[src/rtl/leb128_pkg.sv]
// Shared types for the LEB128 immediate decoder: FSM states, trap codes, length limits,
// and the optional strict-mode check (LEB128_STRICT_EN).
package leb128_pkg;

   typedef enum logic [1:0] {
      IDLE = 2'd0,
      REQ  = 2'd1,
      ACC  = 2'd2,
      DONE = 2'd3
   } state_e;

   // NO_64B keeps the numeric code the core already decodes.
   typedef enum logic [3:0] {
      NONE      = 4'd0,
      TOO_LONG  = 4'd1,
      MEM_ERROR = 4'd2,
      NO_64B    = 4'd3,
      OVERLONG  = 4'd4
   } trap_e;

   localparam int unsigned MAX_LEN32 = 5;
   localparam int unsigned MAX_LEN64 = 10;

   // Final byte of a max-length encoding: bits above the target width must be pure extension.
   function automatic logic strict_violation(input logic [7:0] b,
                                             input logic       is_signed,
                                             input logic       is64);
      if (is64) begin
         return b[6:1] != {6{is_signed & b[0]}};
      end
      return b[6:4] != {3{is_signed & b[3]}};
   endfunction

endpackage

[src/rtl/leb128_byte_merge.sv]
// Combinational step of the decoder: folds one encoded byte into the accumulator and
// produces the sign/zero-extended result assuming this byte is the last one.
module leb128_byte_merge
   import leb128_pkg::*;
(
   input  logic [63:0] acc,
   input  logic [7:0]  data,
   input  logic [3:0]  k,
   input  logic        is_signed,
   input  logic        is64,
   output logic [63:0] next_acc,
   output logic        last,
   output logic [63:0] ext_value
);

   logic [6:0]  shamt;
   logic [7:0]  fill_pos;
   logic [63:0] filled;

   always_comb begin
      shamt    = {3'b000, k} * 7'd7;
      fill_pos = ({4'b0000, k} * 8'd7) + 8'd7;
      // The 64-bit shift drops payload bits that land above bit 63 on the 10th byte.
      next_acc = acc | ({57'd0, data[6:0]} << shamt);
      last     = ~data[7];
      filled   = next_acc;
      if (is_signed && data[6] && (fill_pos < 8'd64)) begin
         filled = next_acc | (64'hFFFF_FFFF_FFFF_FFFF << fill_pos);
      end
      if (is64) begin
         ext_value = filled;
      end else begin
         ext_value = {(is_signed ? {32{filled[31]}} : 32'd0), filled[31:0]};
      end
   end

endmodule

[src/rtl/leb128_decoder.sv]
// Byte-serial LEB128 immediate decoder (ROM -> core). Strict overlong checking of the
// final byte is enabled by defining LEB128_STRICT_EN.
module leb128_decoder
   import leb128_pkg::*;
#(
   parameter int MEM_DEPTH = 6,
   parameter int MEM_EXTRA = 4,
   parameter int USE_64B   = 1
) (
   input  logic                 clk,
   input  logic                 reset,
   input  logic                 start,
   input  logic [MEM_DEPTH:0]   start_addr,
   input  logic                 is_signed,
   input  logic                 is64,
   output logic [MEM_DEPTH:0]   mem_addr,
   output logic [MEM_EXTRA-1:0] mem_extra,
   input  logic [7:0]           mem_data,
   input  logic                 mem_error,
   output logic                 busy,
   output logic                 done,
   output logic [63:0]          value,
   output logic [3:0]           length,
   output logic [3:0]           trap
);

   state_e             state_q, state_d;
   logic [MEM_DEPTH:0] addr_q, addr_d;
   logic [3:0]         k_q, k_d, length_q, length_d, max_idx;
   logic [63:0]        acc_q, acc_d, value_q, value_d, next_acc, ext_value;
   logic               signed_q, signed_d, is64_q, is64_d;
   logic               busy_q, busy_d, done_q, done_d;
   logic               last, overlong;
   trap_e              trap_q, trap_d;

   leb128_byte_merge u_merge (
      .acc       (acc_q),
      .data      (mem_data),
      .k         (k_q),
      .is_signed (signed_q),
      .is64      (is64_q),
      .next_acc  (next_acc),
      .last      (last),
      .ext_value (ext_value)
   );

   assign max_idx = is64_q ? 4'(MAX_LEN64 - 1) : 4'(MAX_LEN32 - 1);

`ifdef LEB128_STRICT_EN
   assign overlong = (k_q == max_idx) && strict_violation(mem_data, signed_q, is64_q);
`else
   assign overlong = 1'b0;
`endif

   always_comb begin
      state_d  = state_q;
      addr_d   = addr_q;
      k_d      = k_q;
      acc_d    = acc_q;
      signed_d = signed_q;
      is64_d   = is64_q;
      busy_d   = busy_q;
      done_d   = 1'b0;
      value_d  = value_q;
      length_d = length_q;
      trap_d   = trap_q;
      case (state_q)
         IDLE: begin
            if (start) begin
               signed_d = is_signed;
               is64_d   = is64;
               acc_d    = '0;
               k_d      = '0;
               if (is64 && (USE_64B == 0)) begin
                  // Rejected up front: no ROM access, address left untouched.
                  state_d  = DONE;
                  done_d   = 1'b1;
                  value_d  = '0;
                  length_d = '0;
                  trap_d   = NO_64B;
               end else begin
                  state_d = REQ;
                  busy_d  = 1'b1;
                  addr_d  = start_addr;
               end
            end
         end
         REQ: begin
            state_d = ACC;
            addr_d  = addr_q + 1'b1;
         end
         ACC: begin
            addr_d = addr_q + 1'b1;
            acc_d  = next_acc;
            k_d    = k_q + 4'd1;
            if (mem_error || last || (k_q == max_idx)) begin
               state_d  = DONE;
               busy_d   = 1'b0;
               done_d   = 1'b1;
               length_d = k_q + 4'd1;
               value_d  = '0;
               if (mem_error) begin
                  trap_d = MEM_ERROR;
               end else if (!last) begin
                  trap_d = TOO_LONG;
               end else if (overlong) begin
                  trap_d = OVERLONG;
               end else begin
                  trap_d  = NONE;
                  value_d = ext_value;
               end
            end
         end
         DONE: begin
            state_d = IDLE;
         end
         default: state_d = IDLE;
      endcase
   end

   always_ff @(posedge clk) begin
      if (!reset) begin
         state_q  <= IDLE;
         addr_q   <= '0;
         k_q      <= '0;
         acc_q    <= '0;
         signed_q <= 1'b0;
         is64_q   <= 1'b0;
         busy_q   <= 1'b0;
         done_q   <= 1'b0;
         value_q  <= '0;
         length_q <= '0;
         trap_q   <= NONE;
      end else begin
         state_q  <= state_d;
         addr_q   <= addr_d;
         k_q      <= k_d;
         acc_q    <= acc_d;
         signed_q <= signed_d;
         is64_q   <= is64_d;
         busy_q   <= busy_d;
         done_q   <= done_d;
         value_q  <= value_d;
         length_q <= length_d;
         trap_q   <= trap_d;
      end
   end

   assign mem_addr  = addr_q;
   assign mem_extra = '0;
   assign busy      = busy_q;
   assign done      = done_q;
   assign value     = value_q;
   assign length    = length_q;
   assign trap      = trap_q;

endmodule

[config.mk]
export PLATFORM = sky130hd
export DESIGN_NAME = leb128_decoder
export DESIGN_NICKNAME = d
export VERILOG_FILES = /design/src/rtl/leb128_pkg.sv /design/src/rtl/leb128_byte_merge.sv /design/src/rtl/leb128_decoder.sv
export SDC_FILE = /design/constraint.sdc
export NUM_CORES = 1
export LEC_CHECK = 0
export BUFFER_PORTS_ARGS = -buffer_cell sky130_fd_sc_hd__buf_2
export CORE_MARGIN = 2
export CORE_UTILIZATION = 40
export CTS_CLUSTER_DIAMETER = 60
export DETAILED_ROUTE_END_ITERATION = 10
export PLACE_DENSITY = 0.57
export SYNTH_ARGS = -nofsm -noshare
export SYNTH_HDL_FRONTEND = slang
export SYNTH_SLANG_ARGS = --single-unit
[constraint.sdc]
create_clock -name clk -period 10.7 [get_ports clk]
set_input_delay 2.14 -clock clk [delete_from_list [all_inputs] [get_ports clk]]
set_output_delay 2.14 -clock clk [all_outputs]
set_load 0.02 [all_outputs]
==> impl_metrics.py, run 1 <==
metrics = {
    "clock_network": {
        "clk_latency_ns": 0.42,
        "clk_pin_slew_ns": 0.06,
        "cts-resized-gates": 0,
        "tritoncts": "yes",
        "cts_buffer_depth": 2,
        "cts_max_level": 4,
        "cts_buffers": 17,
        "cts.sinks": 151,
        "cts_hold_buf": 0,
        "postCtsSetupBuffers": 0,
        "cts_root_buf": "clkbuf_16",
    },
    "cells_and_area": {
        "final_area_mm2": 0.00862,
        "area_growth_pct": 14.8,
        "n_antenna_cell": 0,
        "drive_gt1_frac": 0.169,
        "fin_cells": 1173,
        "fin_nets": 967,
    },
    "global_routing": {
        "grt_first_pass_wirelength_mm": 38.7,
        "grt-ovfl-total": 0,
        "track_usage": 0.253,
        "antenna_found_initial": 0,
        "grt_pass1_vias": 6335,
        "grt_max_degree": 94,
    },
    "power": {
        "ir_drop_uv": 110,
        "power_density_mw_per_mm2": 195,
        "power_mw": 1.68,
        "p_leak_nw": 3.40,
    },
    "worst_setup_path": {
        "setup.worst_path.class": "reg2reg",
        "crit_family": "compound AO/OA/AOI/OAI gates",
        "critPathMaxFanout": 18,
        "path_cells": "inv_1 > ha_1 > xor2_1 > xnor2_1 > ha_1 > a211o_1 > and2_1 > o211ai_2 > o21ai_0 > a2111oi_0 > o21ai_0",
        "cp.arrival_ns": 4.98,
        "critPathSlowestCell": "o211ai_2",
        "crit_path_end_kind": "flop",
        "slowest_delay_ns": 0.68,
        "critPathRequiredTime_ns": 10.98,
        "crit_path_start_kind": "flop",
        "crit_buf_inv": 1,
        "worstRegToRegCells": 11,
        "crit_cells": 11,
    },
    "timing": {
        "setup_violations": 0,
        "timing.final.crit_period_ns": 4.70,
        "slew_headroom": 0.238,
        "finalCritPeriodShare": 0.439,
        "finalHoldViolCount": 0,
        "clock_skew_ns": 0.00583,
        "tns_ns": 0,
        "drv_slew": 0,
        "rsz0062_at_grt": "false",
        "worst_pin_slew_ns": 1.14,
        "layout_setup_ws_ns": 6.00,
        "max_freq_mhz": 213,
    },
    "yosys": {
        "yosysWarnings": 0,
        "synth_cell_types": 72,
        "synth-edff-count": 0,
        "syn_avg_cell_area_um2": 8.52,
        "synthesis.area_mm2": 0.00751,
        "synthArstFlopShare": 0,
        "syn_inst": 881,
        "ys_seq_area_frac": 0.403,
        "synth.area.top_cells": "dfxtp_1 (40%), nor2b_1 (5.7%), a22oi_1 (4.8%), o21ai_0 (4.6%), a21oi_1 (4.1%)",
        "synth_top_flop_cell": "dfxtp_1",
        "yosys.area.top_type": "dfxtp_1",
        "netlist.area_leader.share": 0.403,
        "synth_seq_cells": 151,
    },
    "die": {
        "core_mm2": 0.0186,
        "rows": 50,
        "start_util": 0.404,
        "dieArea_mm2": 0.0199,
        "die_w_um": 141,
        "die_h_um": 141,
        "ioPinCount": 106,
    },
    "place": {
        "portBuffers": 99,
        "dp_cells": 1143,
        "place_area_mm2": 0.00806,
        "routabilityCongestion": 0.941,
        "dp_hpwl_mm": 16.9,
        "dp_slack_ns": 5.82,
    },
    "detailed_routing": {
        "drtIter0Drc": 660,
        "routed_wl_mm": 25.1,
        "wl_per_cell_um": 21.4,
        "drc_errors": 0,
        "vias": 7048,
        "vias_per_cell": 6.01,
        "drt_pass1_iterations": 5,
        "antenna_left": 0,
    },
    "run": {
        "drv_cap": 0,
    },
    "outcome": {
        "outcome": "completed",
    },
    "hold_path": {
        "worstHoldPathType": "reg2reg",
        "min_path_cells": 2,
    },
}
## layout make-up
type | instances | area [um^2]
tap | 234 | 293
timing repair buffer | 111 | 586
sequential | 151 | 3020
inverter | 18 | 67.6
clock buffer | 22 | 464
fill | 1851 | 9960
clock inverter | 8 | 98.8
multi-input combinational | 629 | 4090
## cell families (layout without fill, tap and decap cells)
family / after synthesis / count (layout) / synth area share
compound gates: 332 / 332 / 0.305
simple gates: 264 / 264 / 0.187
flops: 151 / 151 / 0.403
buf+inv: 106 / 159 / 0.0580
fa+ha+maj: 18 / 18 / 0.0330
mux: 6 / 6 / 0.0100
xor+xnor: 3 / 3 / 0.00350
other cells: 1 / 6 / 0.000500
## state kept, by name (all words and copies together) (netlist names)
signal / flops
busy: 1
signed_q: 1
trap: 2
is64_q: 1
mem_addr: 7
k_q: 4
done: 1
value: 64
state_q: 2
length: 4
acc_q: 64
## final timing paths
check	start	end	slack (ns)
setup / recovery	k_q[1]$_SDFFE_PN0P_	value[41]$_SDFFE_PN0P_	6.00
hold / removal	value[52]$_SDFFE_PN0P_	value[52]$_SDFFE_PN0P_	0.45
hold reg to reg	value[52]$_SDFFE_PN0P_	value[52]$_SDFFE_PN0P_	0.45
setup reg to reg	k_q[1]$_SDFFE_PN0P_	value[41]$_SDFFE_PN0P_	6.00
## stage by stage
stage	utilization	hold WS [ns]
global placement	0.434	0.431
finish	0.464	0.445
floorplan	-	0.465
CTS	0.464	0.452
global route	0.464	0.480
detailed placement	0.434	0.438
## layer usage
layer	wire, um	track usage
met1	11600	0.372
met2	11000	0.376
met5	0	0
met3	2070	0.0557
met4	393	0.0663
## worst min-delay path: cells and delay by family (launching register included)
kind             cells  cell delay (ns)
flip-flops           1             0.32
AO/OA/AOI/OAI        1             0.05
AND/OR/NAND/NOR      1             0.04
## layout by cell type (no fill, tap or decap), types with 8 or more instances in the layout
| cell | n |
|---|---|
| a22oi_1 | 48 |
| buf_2 | 99 |
| and3_1 | 11 |
| nand2_1 | 72 |
| a22o_1 | 14 |
| and2_1 | 25 |
| a32oi_1 | 21 |
| nor3_1 | 10 |
| clkbuf_16 | 17 |
| a21boi_0 | 9 |
| nor2_1 | 30 |
| o31ai_1 | 10 |
| ha_1 | 15 |
| inv_1 | 18 |
| a21o_1 | 8 |
| a211oi_1 | 13 |
| a2111oi_0 | 16 |
| dfxtp_1 | 151 |
| a21oi_1 | 62 |
| buf_4 | 12 |
| nor2b_1 | 68 |
| nand3_1 | 16 |
| o21ai_0 | 69 |
## synth_stat cells (all sizes together) (3+ instances only)
master	instances
o21a	7
ha	15
a22o	14
o2111ai	5
a32oi	21
nor3b	3
a31oi	5
nor2b	68
or2	4
a21o	8
buf	17
o211a	5
a21oi	63
nand3	17
a22oi	48
o21ai	73
and3	11
o221ai	5
a2111oi	16
fa	3
o211ai	6
a221oi	3
nor3	11
a21boi	10
o22ai	3
mux2i	4
a211o	3
nor2	31
clkbuf	71
nand2	72
and2	26
o31ai	11
a211oi	13
a221o	3
inv	18
nand2b	7
dfxtp	151
## report_power, final
part           switching [mW]  total, mW  internal (mW)  leakage, nW
registers              0.0254      0.619          0.594         1.22
logic                   0.345      0.478          0.133         1.91
clock network           0.234      0.587          0.353        0.272
Note: power is estimated with default switching activity, not from simulation.
==> run 2: changes to the inputs <==
Settings changed: PLACE_DENSITY 0.57 to 0.59.
Clock period 10.7 ns to 4.1 ns, I/O delays scaled along.
==> run 2 against run 1 <==
Effect of this change: sequential power grew to 2.6 times the previous value; largest cell class unchanged; utilization up 1.1 points; clock skew up 0.0050 ns; largest power group unchanged; cell area grew 2.4%; first-iteration DRC count increased by 7.3%.
==> impl_metrics.py, run 2 (same netlist as run 1, synthesis figures left out) <==
metrics = {
    "cells_and_area": {
        "area_growth_pct": 17.5,
        "fillCellCount": 1852,
        "final_common_cell": "dfxtp_1",
        "final_cell_mix": "dfxtp_1 (151), buf_2 (99), nand2_1 (72)",
        "fin_cells": 1196,
        "fin_nets": 988,
        "n_antenna_cell": 0,
        "drive_gt1_frac": 0.190,
    },
    "detailed_routing": {
        "drt_pass1_iterations": 5,
        "vias": 7254,
        "vias_per_cell": 6.07,
        "antenna_left": 0,
        "routed_wl_mm": 26.1,
        "drtIter0Drc": 708,
        "wl_per_cell_um": 21.8,
        "drc_errors": 0,
    },
    "power": {
        "ir_drop_uv": 319,
        "power_density_mw_per_mm2": 515,
        "p_leak_nw": 3.51,
    },
    "global_routing": {
        "grt_first_pass_wirelength_mm": 40.1,
        "grt_use_met1": 0.374,
        "use_met2": 0.401,
        "grt_max_degree": 57,
        "track_usage": 0.263,
        "grt_pass1_vias": 6615,
        "antenna_found_initial": 0,
        "grt-ovfl-total": 0,
        "top_usage_layer": "met2",
        "met3_usage": 0.0476,
    },
    "clock_network": {
        "cts_max_level": 4,
        "cts_buffer_depth": 2,
        "clk_pin_slew_ns": 0.06,
        "cts_hold_buf": 0,
        "cts_buffers": 17,
        "tritoncts": "yes",
        "clk_latency_ns": 0.43,
        "cts_root_buf": "clkbuf_16",
        "cts.sinks": 151,
    },
    "timing": {
        "finalCritPeriodShare": 0.949,
        "rsz0062_at_grt": "false",
        "tns_ns": 0,
        "clock_skew_ns": 0.0109,
        "worst_pin_slew_ns": 1.14,
        "finalHoldViolCount": 0,
        "slew_headroom": 0.235,
        "timing.final.crit_period_ns": 3.89,
        "max_freq_mhz": 257,
        "drv_slew": 0,
        "setup_violations": 0,
    },
    "place": {
        "routabilityCongestion": 0.977,
        "portBuffers": 99,
        "dp_hpwl_mm": 18.0,
        "dp_cells": 1164,
    },
    "die": {
        "ioPinCount": 106,
        "rows": 50,
        "core_mm2": 0.0186,
        "start_util": 0.404,
        "dieArea_mm2": 0.0199,
        "die_w_um": 141,
        "die_h_um": 141,
    },
    "hold_path": {
        "worstHoldPathType": "reg2reg",
        "hp-start": "value[57]$_SDFFE_PN0P_",
        "min_path_cells": 2,
        "min_to": "value[57]$_SDFFE_PN0P_",
    },
    "worst_setup_path": {
        "setup.worst_path.class": "reg2reg",
        "rr_endpoint": "value[55]$_SDFFE_PN0P_",
        "worstRegToRegCells": 11,
        "timing.rr.start": "k_q[1]$_SDFFE_PN0P_",
        "critPathRequiredTime_ns": 4.39,
        "crit_path_start_kind": "flop",
        "reg2reg_setup_slack_ns": 0.21,
        "cp.arrival_ns": 4.18,
        "critPathMaxFanout": 15,
        "crit_path_end_kind": "flop",
    },
    "run": {
        "drv_cap": 0,
    },
    "outcome": {
        "outcome": "completed",
    },
}
==> run 2: through the flow <==
step	setup slack [ns]	cell area, um^2	utilization	hold slack (ns)	total power [mW]
2_1_floorplan	0.451	7530	-	0.465	2.49
3_3_place_gp	0.329	8230	0.443	0.436	2.95
3_5_place_dp	0.267	8230	0.443	0.439	2.95
4_1_cts	0.249	8810	0.474	0.454	4.54
5_1_grt	0.0172	8820	0.475	0.470	4.74
6_report	0.210	8820	0.475	0.448	4.55
==> run 2: power breakdown <==
part | switching (mW) | internal, mW
Combinational | 0.932 | 0.401
Clock | 0.646 | 0.956
Sequential | 0.0600 | 1.55
Total | 1.64 | 2.91
==> run 2: worst max-delay path: stages, from the launching register on <==
cell	delay [ns]
dfxtp_1	0.32
inv_1	0.12
fa_1	0.56
inv_1	0.05
ha_1	0.29
ha_1	0.30
a211o_1	0.37
and2_1	0.21
nor2_2	0.56
nand3_1	0.13
a2111oi_0	0.70
o21ai_0	0.15
==> run 2: how the worst max path moves through the flow <==
stage,startpoint,end,slack (ns)
after CTS,k_q[1]$_SDFFE_PN0P_,value[45]$_SDFFE_PN0P_,0.25
after floorplan,k_q[3]$_SDFFE_PN0P_,value[17]$_SDFFE_PN0P_,0.45
after global placement,k_q[1]$_SDFFE_PN0P_,value[45]$_SDFFE_PN0P_,0.33
after global routing,k_q[1]$_SDFFE_PN0P_,value[45]$_SDFFE_PN0P_,0.02
final,k_q[1]$_SDFFE_PN0P_,value[55]$_SDFFE_PN0P_,0.21
after detailed placement,k_q[1]$_SDFFE_PN0P_,value[45]$_SDFFE_PN0P_,0.27
==> run 2: what timing repair did <==
item / 4_1_cts / 5_1_grt
gates resized for setup: 0 / 2
endpoints found under the setup margin: 0 / 4
setup buffers: 0 / 0
==> run 2: area by class of cell <==
type / instances / area [um^2] / share of cell area
clock buffers: 20 / 437 / 0.0495
clock inverters: 12 / 153 / 0.0173
flip-flops and latches: 151 / 3020 / 0.343
inverters: 18 / 67.6 / 0.00766
well taps: 234 / 293 / 0.0332
multi-input cells: 629 / 4100 / 0.464
repair buffers: 132 / 756 / 0.0856
==> run 2: per-layer routing <==
layer | wire (um) | share of wire
met2 | 11500 | 0.44
met1 | 12000 | 0.46
met3 | 1950 | 0.075
met4 | 625 | 0.024
met5 | 0 | 0
==> run 3: changes to the inputs <==
==> constraint.sdc (replaced) <==
create_clock -name clk -period 4.1 [get_ports clk]
set_input_delay 0.615 -clock clk [delete_from_list [all_inputs] [get_ports clk]]
set_output_delay 0.615 -clock clk [all_outputs]
set_load 0.02 [all_outputs]
==> run 3 against run 2 <==
Effect of this change: total power shrank 1.6%; sequential share of layout area grew 0.16 points; clock power is 3% lower; hold slack gained 0.0060 ns; sequential cell count unchanged; setup slack gained 0.0095 ns; first-iteration DRC count grew 11%; via count is 1.8% lower; largest power group unchanged; highest routed layer unchanged.
==> impl_metrics.py, run 3 (same netlist as run 1, synthesis figures left out) <==
metrics = {
    "global_routing": {
        "grt_first_pass_wirelength_mm": 39.8,
        "top_usage_layer": "met2",
        "track_usage": 0.260,
        "grt_pass1_vias": 6537,
        "antenna_found_initial": 0,
        "grt_use_met1": 0.377,
        "grt-ovfl-total": 0,
        "met3_usage": 0.0469,
        "grt_max_degree": 59,
        "use_met2": 0.391,
    },
    "timing": {
        "clock_skew_ns": 0.0136,
        "tns_ns": 0,
        "rsz0062_at_grt": "false",
        "worst_pin_slew_ns": 1.15,
        "drv_slew": 0,
        "setup_violations": 0,
        "timing.final.crit_period_ns": 3.88,
        "finalCritPeriodShare": 0.947,
        "finalHoldViolCount": 0,
        "layout_setup_ws_ns": 0.219,
        "max_freq_mhz": 258,
        "slew_headroom": 0.230,
    },
    "clock_network": {
        "cts_hold_buf": 0,
        "clk_pin_slew_ns": 0.06,
        "cts-resized-gates": 0,
        "cts_buffers": 17,
        "cts_max_level": 4,
        "tritoncts": "yes",
        "cts_root_buf": "clkbuf_16",
        "cts_buffer_depth": 2,
        "clk_latency_ns": 0.43,
        "cts.sinks": 151,
        "postCtsSetupBuffers": 0,
    },
    "cells_and_area": {
        "final_cell_mix": "dfxtp_1 (151), buf_2 (99), nand2_1 (72)",
        "area_growth_pct": 17.0,
        "final_common_cell": "dfxtp_1",
        "utilization": 0.473,
        "fin_cells": 1195,
        "n_antenna_cell": 0,
        "fin_nets": 987,
        "drive_gt1_frac": 0.189,
    },
    "power": {
        "ir_drop_uv": 294,
        "seqPwrFrac": 0.361,
        "swShare": 0.366,
        "pwr-share-comb": 0.293,
        "p_sw_mw": 1.64,
        "power_density_mw_per_mm2": 509,
        "power_frac_clock": 0.346,
        "intPower_mw": 2.84,
        "p_leak_nw": 3.50,
        "power_mw": 4.47,
    },
    "die": {
        "die_w_um": 141,
        "ioPinCount": 106,
        "core_mm2": 0.0186,
        "rows": 50,
        "start_util": 0.404,
        "dieArea_mm2": 0.0199,
        "die_h_um": 141,
    },
    "worst_setup_path": {
        "crit_buf_inv": 2,
        "crit_family": "compound AO/OA/AOI/OAI gates",
        "cp.arrival_ns": 4.17,
        "path_cells": "inv_1 > fa_1 > inv_1 > ha_1 > ha_1 > a211o_1 > and2_1 > nor2_2 > nand3_1 > a2111oi_0 > o21ai_0",
        "crit_path_start_kind": "flop",
        "crit_path_end_kind": "flop",
        "critPathSlowestCell": "a2111oi_0",
        "critPathRequiredTime_ns": 4.39,
        "slowest_delay_ns": 0.70,
        "critPathMaxFanout": 15,
        "setup.worst_path.class": "reg2reg",
    },
    "detailed_routing": {
        "vias_per_cell": 5.96,
        "routed_wl_mm": 25.8,
        "drc_errors": 0,
        "drtIter0Drc": 785,
        "antenna_left": 0,
        "vias": 7124,
        "wl_per_cell_um": 21.6,
        "drt_pass1_iterations": 6,
    },
    "place": {
        "dp_slack_ns": 0.393,
        "dp_cells": 1163,
        "routabilityCongestion": 1.01,
        "portBuffers": 99,
        "dp_hpwl_mm": 17.9,
    },
    "hold_path": {
        "worstHoldPathType": "reg2reg",
    },
    "outcome": {
        "outcome": "completed",
    },
    "run": {
        "drv_cap": 0,
    },
}
run 3: changes by cell type in the layout (fill, tap and decap cells not counted):
cell       delta
buf_12        -1
bufinv_16     -2
clkbuf_1      -1
clkbuf_8      +4
clkinv_2      -2
clkinv_4      +1
o211ai_2      +1
o211ai_4      -1
o21a_1        +1
o21a_2        -1
run 3: routing by layer:
metal / share of wire / vias to the layer above
met5: 0 / -
met4: 0.026 / 0
met3: 0.072 / 48
met2: 0.43 / 320
met1: 0.47 / 3396
li1: - / 3360
run 3: path summary, 6_finish.rpt:
check,start,end,slack [ns],cells past startpoint
worst min-delay path,value[57]$_SDFFE_PN0P_,value[57]$_SDFFE_PN0P_,0.45,2
worst min register to register,value[57]$_SDFFE_PN0P_,value[57]$_SDFFE_PN0P_,0.45,2
worst max register to register,k_q[1]$_SDFFE_PN0P_,value[55]$_SDFFE_PN0P_,0.22,11
worst max-delay path,k_q[1]$_SDFFE_PN0P_,value[55]$_SDFFE_PN0P_,0.22,11
run 3: layout make-up:
cell class	instances	area [um^2]
repair buffers	131	736
inverters	18	67.6
multi-input cells	629	4090
clock inverters	9	91.3
well taps	234	293
fillers	1837	9800
clock buffers	23	488
flip-flops and latches	151	3020
run 3: through the flow:
stage | hold WS (ns) | instance area, um^2
finish | 0.454 | 8780
global route | 0.471 | 8780
CTS | 0.454 | 8780
detailed placement | 0.443 | 8210
global placement | 0.434 | 8210
floorplan | 0.465 | 7530
run 3: power groups by stage:
| stage | combinational (mW) | sequential (mW) | clock, mW |
|---|---|---|---|
| 2_1_floorplan | 0.796 | 1.70 | 0 |
| 3_3_place_gp | 1.28 | 1.65 | 0 |
| 3_5_place_dp | 1.28 | 1.65 | 0 |
| 4_1_cts | 1.29 | 1.62 | 1.56 |
| 5_1_grt | 1.42 | 1.63 | 1.62 |
| 6_report | 1.31 | 1.62 | 1.55 |
run 3: tightest hold or removal path: stages (launching register included):
cell     delay (ns)
dfxtp_1        0.32
nand2_1        0.05
o21ai_0        0.06
